`src/rtl/fetch_sched.sv`:
```
// fetch_sched: fetch-stage redirect scheduler.
// Arbitrates jump, branch and exception redirects for the fetch PC. A redirect
// that arrives while fetch is frozen is parked in a pending register. The
// scheduler supervises the flush window that follows an exception.
module fetch_sched #(
    parameter int unsigned EXC_FLUSH_CYCLES = 2
) (
    input  logic        clk,
    input  logic        reset,
    input  logic        stall_req,
    input  logic        jump_req,
    input  logic [31:0] jump_target,
    input  logic        br_req,
    input  logic [31:0] br_target,
    input  logic        exc_req,
    input  logic [31:0] exc_target,
    output logic        stall,
    output logic        pc_src,
    output logic [31:0] next_pc,
    output logic        flushD,
    output logic        flushE,
    output logic [15:0] redirect_cnt
);

    typedef enum logic [1:0] {
        S_RUN   = 2'd0,
        S_HOLD  = 2'd1,
        S_FLUSH = 2'd2
    } state_t;

    // Numeric order of the kinds is the redirect priority.
    typedef enum logic [1:0] {
        K_NONE = 2'd0,
        K_JUMP = 2'd1,
        K_BR   = 2'd2,
        K_EXC  = 2'd3
    } kind_t;

    localparam logic [3:0] FLUSH_LOAD = 4'(EXC_FLUSH_CYCLES);

    state_t      state_q, state_nxt;
    logic [3:0]  fcnt_q, fcnt_nxt;
    kind_t       pend_kind_q, pend_kind_nxt;
    logic [31:0] pend_target_q, pend_target_nxt;

    kind_t       win_kind;
    logic [31:0] win_target;
    kind_t       issue_kind;
    logic [31:0] issue_target;

    assign stall = stall_req;

    // Fixed-priority pick of this cycle's incoming redirect.
    always_comb begin
        win_kind   = K_NONE;
        win_target = 32'h0;
        if (exc_req) begin
            win_kind   = K_EXC;
            win_target = exc_target;
        end else if (br_req) begin
            win_kind   = K_BR;
            win_target = br_target;
        end else if (jump_req) begin
            win_kind   = K_JUMP;
            win_target = jump_target;
        end
    end

    // Next-state, pending/flush-counter updates and redirect outputs.
    always_comb begin
        // NOTE: every output of this block is given a default first so no path can infer a latch.
        state_nxt       = state_q;
        fcnt_nxt        = fcnt_q;
        pend_kind_nxt   = pend_kind_q;
        pend_target_nxt = pend_target_q;
        issue_kind      = K_NONE;
        issue_target    = 32'h0;
        pc_src          = 1'b0;
        next_pc         = 32'h0;
        flushD          = 1'b0;
        flushE          = 1'b0;

        case (state_q)
            S_RUN: begin
                if (win_kind != K_NONE) begin
                    if (!stall_req) begin
                        issue_kind   = win_kind;
                        issue_target = win_target;
                    end else begin
                        pend_kind_nxt   = win_kind;
                        pend_target_nxt = win_target;
                        state_nxt       = S_HOLD;
                    end
                end
            end

            S_HOLD: begin
                if (stall_req) begin
                    // Only a strictly more urgent request displaces the parked one.
                    if (win_kind > pend_kind_q) begin
                        pend_kind_nxt   = win_kind;
                        pend_target_nxt = win_target;
                    end
                end else begin
                    if (win_kind > pend_kind_q) begin
                        issue_kind   = win_kind;
                        issue_target = win_target;
                    end else begin
                        issue_kind   = pend_kind_q;
                        issue_target = pend_target_q;
                    end
                    pend_kind_nxt   = K_NONE;
                    pend_target_nxt = 32'h0;
                    state_nxt       = S_RUN;
                end
            end

            S_FLUSH: begin
                flushD = 1'b1;
                flushE = 1'b1;
                // Branches and jumps come from wrong-path instructions here; drop them.
                if (exc_req) begin
                    if (!stall_req) begin
                        issue_kind   = K_EXC;
                        issue_target = exc_target;
                    end else begin
                        pend_kind_nxt   = K_EXC;
                        pend_target_nxt = exc_target;
                        fcnt_nxt        = 4'd0;
                        state_nxt       = S_HOLD;
                    end
                end else if (fcnt_q <= 4'd1) begin
                    fcnt_nxt  = 4'd0;
                    state_nxt = S_RUN;
                end else begin
                    fcnt_nxt = fcnt_q - 4'd1;
                end
            end

            default: begin
                state_nxt       = S_RUN;
                fcnt_nxt        = 4'd0;
                pend_kind_nxt   = K_NONE;
                pend_target_nxt = 32'h0;
            end
        endcase

        // Common issue path shared by RUN, HOLD and FLUSH.
        if (issue_kind != K_NONE) begin
            pc_src  = 1'b1;
            next_pc = issue_target;
            flushD  = 1'b1;
            flushE  = flushE | (issue_kind == K_BR) | (issue_kind == K_EXC);
            if (issue_kind == K_EXC) begin
                state_nxt = S_FLUSH;
                fcnt_nxt  = FLUSH_LOAD;
            end else begin
                state_nxt = S_RUN;
                fcnt_nxt  = 4'd0;
            end
        end

        // NOTE: outputs are combinational from inputs, so they are masked while reset is held.
        if (!reset) begin
            pc_src  = 1'b0;
            next_pc = 32'h0;
            flushD  = 1'b0;
            flushE  = 1'b0;
        end
    end

    // State, pending redirect, flush counter and redirect counter registers.
    always_ff @(posedge clk or negedge reset) begin
        if (!reset) begin
            state_q       <= S_RUN;
            fcnt_q        <= 4'd0;
            pend_kind_q   <= K_NONE;
            pend_target_q <= 32'h0;
            redirect_cnt  <= 16'h0;
        end else begin
            // NOTE: non-blocking assignments so every register samples pre-edge values.
            state_q       <= state_nxt;
            fcnt_q        <= fcnt_nxt;
            pend_kind_q   <= pend_kind_nxt;
            pend_target_q <= pend_target_nxt;
            redirect_cnt  <= redirect_cnt + 16'(pc_src);
        end
    end

endmodule

```
`config.mk`:
```
export PLATFORM = sky130hd
export DESIGN_NAME = fetch_sched
export DESIGN_NICKNAME = d
export VERILOG_FILES = /design/src/rtl/fetch_sched.sv
export SDC_FILE = /design/constraint.sdc
export NUM_CORES = 1
export LEC_CHECK = 0
export CAP_MARGIN = 10
export CORE_ASPECT_RATIO = 1.2
export CORE_MARGIN = 2
export CORE_UTILIZATION = 40
export DETAILED_ROUTE_END_ITERATION = 8
export GPL_ROUTABILITY_DRIVEN = 0
export PLACE_DENSITY = 0.74
export SETUP_SLACK_MARGIN = 0.3
export SYNTH_ARGS = -nofsm -noshare
export SYNTH_HDL_FRONTEND = slang
export SYNTH_SLANG_ARGS = --single-unit
```
`constraint.sdc`:
```
create_clock -name clk -period 4.7 [get_ports clk]
set_input_delay 0.94 -clock clk [delete_from_list [all_inputs] [get_ports clk]]
set_output_delay 0.94 -clock clk [all_outputs]
set_load 0.05 [all_outputs]
```
==> impl_metrics.env <==
export IMPL_cts_sinks=56
export IMPL_power_switching_share_pct=39.94
export IMPL_arrival_ns=3.24
export IMPL_clockPowerShare_pct=19.1
export IMPL_skew_ns=0.007602
export IMPL_combinationalPowerShare_pct=46.4
export IMPL_clk_pin_slew_worst_paths_ns=0.07
export IMPL_synth_xor_area_share_pct=3.254
export IMPL_yosys_area_share_simple_pct=16.30
export IMPL_die_h_um=114.1
export IMPL_dp_hpwl_um=9650
export IMPL_relSlewSlack_pct=32.43
export IMPL_leakage_nw=2.425
export IMPL_insertion_delay_ns=0.30
export IMPL_rows=40
export IMPL_final_cell_mix="114 x clkdlybuf4s50_1, 79 x nand2_1, 64 x a222oi_1"
export IMPL_p_int_mw=1.197
export IMPL_cp_required_ns=3.76
export IMPL_grt_pass1_wl_um=22470
export IMPL_min_period_ns=4.181
export IMPL_yosysSeqAreaShare_pct=34.71
export IMPL_synthMuxAreaShare_pct=0.7747
export IMPL_crit_chain="buf_2 -> or2_2 -> ha_1 -> nor2b_4 -> o21ai_4 -> a2111oi_4 -> buf_6 -> buf_12 -> a222oi_1 -> nor2_2 -> buf_12"
export IMPL_clk_path_buf_depth=2
export IMPL_cp_top_family="compound AO/OA/AOI/OAI gates"
export IMPL_synth_compound_area_share_pct=35.73
export IMPL_first_pass_iters=9
export IMPL_area_growth_pct=55.31
export IMPL_syn_nets=593
export IMPL_ys_types=49
export IMPL_drt_iter0_drc=701
export IMPL_cp_common_cell="buf_12"
export IMPL_grt_pass1_vias=4662
export IMPL_worstSetupStartpointType="input port"
export IMPL_finalWorstSetupSlack_ns=0.5186
export IMPL_synth_top_family_by_area="compound AO/OA/AOI/OAI gates"
export IMPL_yosys_warnings=0
export IMPL_antenna_found_initial=0
export IMPL_maxSlewViolCount=0
export IMPL_cts_root_buf="clkbuf_16"
export IMPL_fmax_mhz=239.2
export IMPL_cpMaxStageDelayCell="a222oi_1"
export IMPL_synth_edf_count=0
export IMPL_ys_seq_elements=56
export IMPL_r2r_slack_ns=1.37
export IMPL_tritoncts="done"
export IMPL_hold_viol=0
export IMPL_rsz0062_at_grt="no"
export IMPL_syn_area_um2=4038
export IMPL_syn_inst=483
export IMPL_die_area_um2=10920
export IMPL_critPathMaxFanout=8
export IMPL_cpPeakStageDelay_ns=0.36
export IMPL_synth_area_leader_cell="dfrtp_1"
export IMPL_drc=0
export IMPL_n_antenna_cell=0
export IMPL_crit_buf_inv=4
export IMPL_fin_nets=724
export IMPL_postCtsHoldBufs=0
export IMPL_drive_gt1_share_pct=18.86
export IMPL_synth_area_top_cells="dfrtp_1 35%, a222oi_1 16%, o21ai_0 7.8%"
export IMPL_grt_max_degree=46
export IMPL_avgSynthCellArea_um2=8.359
export IMPL_ys_flop_type="dfrtp_1"
export IMPL_layout_commonest_cell="clkdlybuf4s50_1"
export IMPL_core_um2=9910
export IMPL_routed_via_count=4624
export IMPL_place_ws_ns=0.2472
export IMPL_synthArstFlopShare_pct=100.0
export IMPL_worstSetupPathType="input port to output pin"
export IMPL_via_per_inst=6.240
export IMPL_cap_viol_max_count=0
export IMPL_p_switching_mw=0.7958
export IMPL_power_density_nw_per_um2=317.8
export IMPL_io_pins=154
export IMPL_numCtsBuffers=5
export IMPL_numPortBuffers=153
export IMPL_worst_pin_slew_ns=1.001
export IMPL_setup_tns_ns=0
export IMPL_antenna_left=0
export IMPL_outcome="finished, final reports clean"
export IMPL_drt_total_wl_um=13920
export IMPL_yosys_area_share_adder_pct=2.479
export IMPL_hold_path_class="flop to flop"
export IMPL_synth_top_area_share_pct=34.71
export IMPL_track_usage_pct=25.64
export IMPL_finalSetupViolations=0
export IMPL_pwr_share_seq_pct=34.5
export IMPL_irDropWorstVdd_mv=0.3010
export IMPL_grt_ovfl_total=0
export IMPL_cp_end_kind="output pin"
export IMPL_wl_per_cell_um=18.79
export IMPL_htree_levels=2
export IMPL_die_width_um=95.72
export IMPL_initial_core_util_pct=40.74
export IMPL_period_share_pct=88.97
state kept, by name (all words and copies together) (netlist names):
signal	flops
fcnt_q	4
pend_kind_q	2
pend_target_q	32
redirect_cnt	16
state_q	2
timing repair:
| item | 4_1_cts | 5_1_grt |
|---|---|---|
| gates cloned | 0 | 0 |
| endpoints found under the setup margin | 3 | 32 |
| buffers inserted | 0 | 3 |
| resized for setup | 1 | 7 |
| pin swaps | 1 | 13 |
synthesized netlist by cell type, types with 7 or more instances:
| cell type | number |
|---|---|
| nand2_1 | 79 |
| a222oi_1 | 64 |
| o21ai_0 | 63 |
| dfrtp_1 | 56 |
| nor2_1 | 45 |
| a22oi_1 | 31 |
| buf_2 | 22 |
| clkbuf_1 | 19 |
| xnor2_1 | 9 |
| ha_1 | 8 |
| inv_1 | 8 |
| o21ai_1 | 8 |
| a21oi_1 | 7 |
| nand3_1 | 7 |
path summary, 6_finish.rpt:
| kind | start | end | cells past startpoint |
|---|---|---|---|
| max in group asynchronous | reset | state_q[0] | 2 |
| max | br_req | next_pc[17] | 11 |
| min in group asynchronous | reset | state_q[1] | 1 |
| min reg2reg | redirect_cnt[12] | redirect_cnt[12] | 1 |
| min | redirect_cnt[12] | redirect_cnt[12] | 1 |
| max reg2reg | state_q[0] | redirect_cnt[12] | 13 |
metal layers:
layer / global-route usage [%] / vias up / share of wire, %
met1: 32.48 / 2199 / 38
met4: 9.238 / 0 / 2.2
li1: - / 2124 / -
met2: 42.75 / 276 / 50
met5: 0 / - / 0
met3: 5.596 / 25 / 9.8
stage by stage:
step	hold slack, ns	total power [mW]	utilization (%)	cells	area (um2)
2_1_floorplan	0.4712	1.220	-	483	4115
3_3_place_gp	0.4716	1.547	61.02	730	6047
3_5_place_dp	0.4802	1.579	61.02	730	6047
4_1_cts	0.5035	1.964	62.54	738	6197
5_1_grt	0.5294	2.098	63.28	741	6271
6_report	0.4995	1.993	63.28	741	6271
power groups by stage:
stage	Sequential, mW	Combinational (mW)	Clock, mW
after floorplan	0.746	0.474	0
after global placement	0.682	0.865	0
after detailed placement	0.688	0.891	0
after CTS	0.682	0.895	0.387
after global routing	0.699	0.992	0.407
final	0.687	0.925	0.380
kinds of logic (layout without fill, tap and decap cells):
family                   Yosys count  after routing
AO/OA/AOI/OAI                    189            189
XOR/XNOR                          15             15
adder cells (fa/ha/maj)            8              8
buffers and inverters             59            191
flip-flops                        56             56
multiplexers                       3              3
AND/OR/NAND/NOR                  153            153
layout make-up:
type	instances	area [um2]
well taps	126	157.7
fillers	833	3638
clock buffers	6	138.9
inverters	9	33.78
clock inverters	2	10.01
repair buffers	174	2047
multi-input cells	368	2482
flip-flops and latches	56	1401
Power figures use the tool's default switching activity.
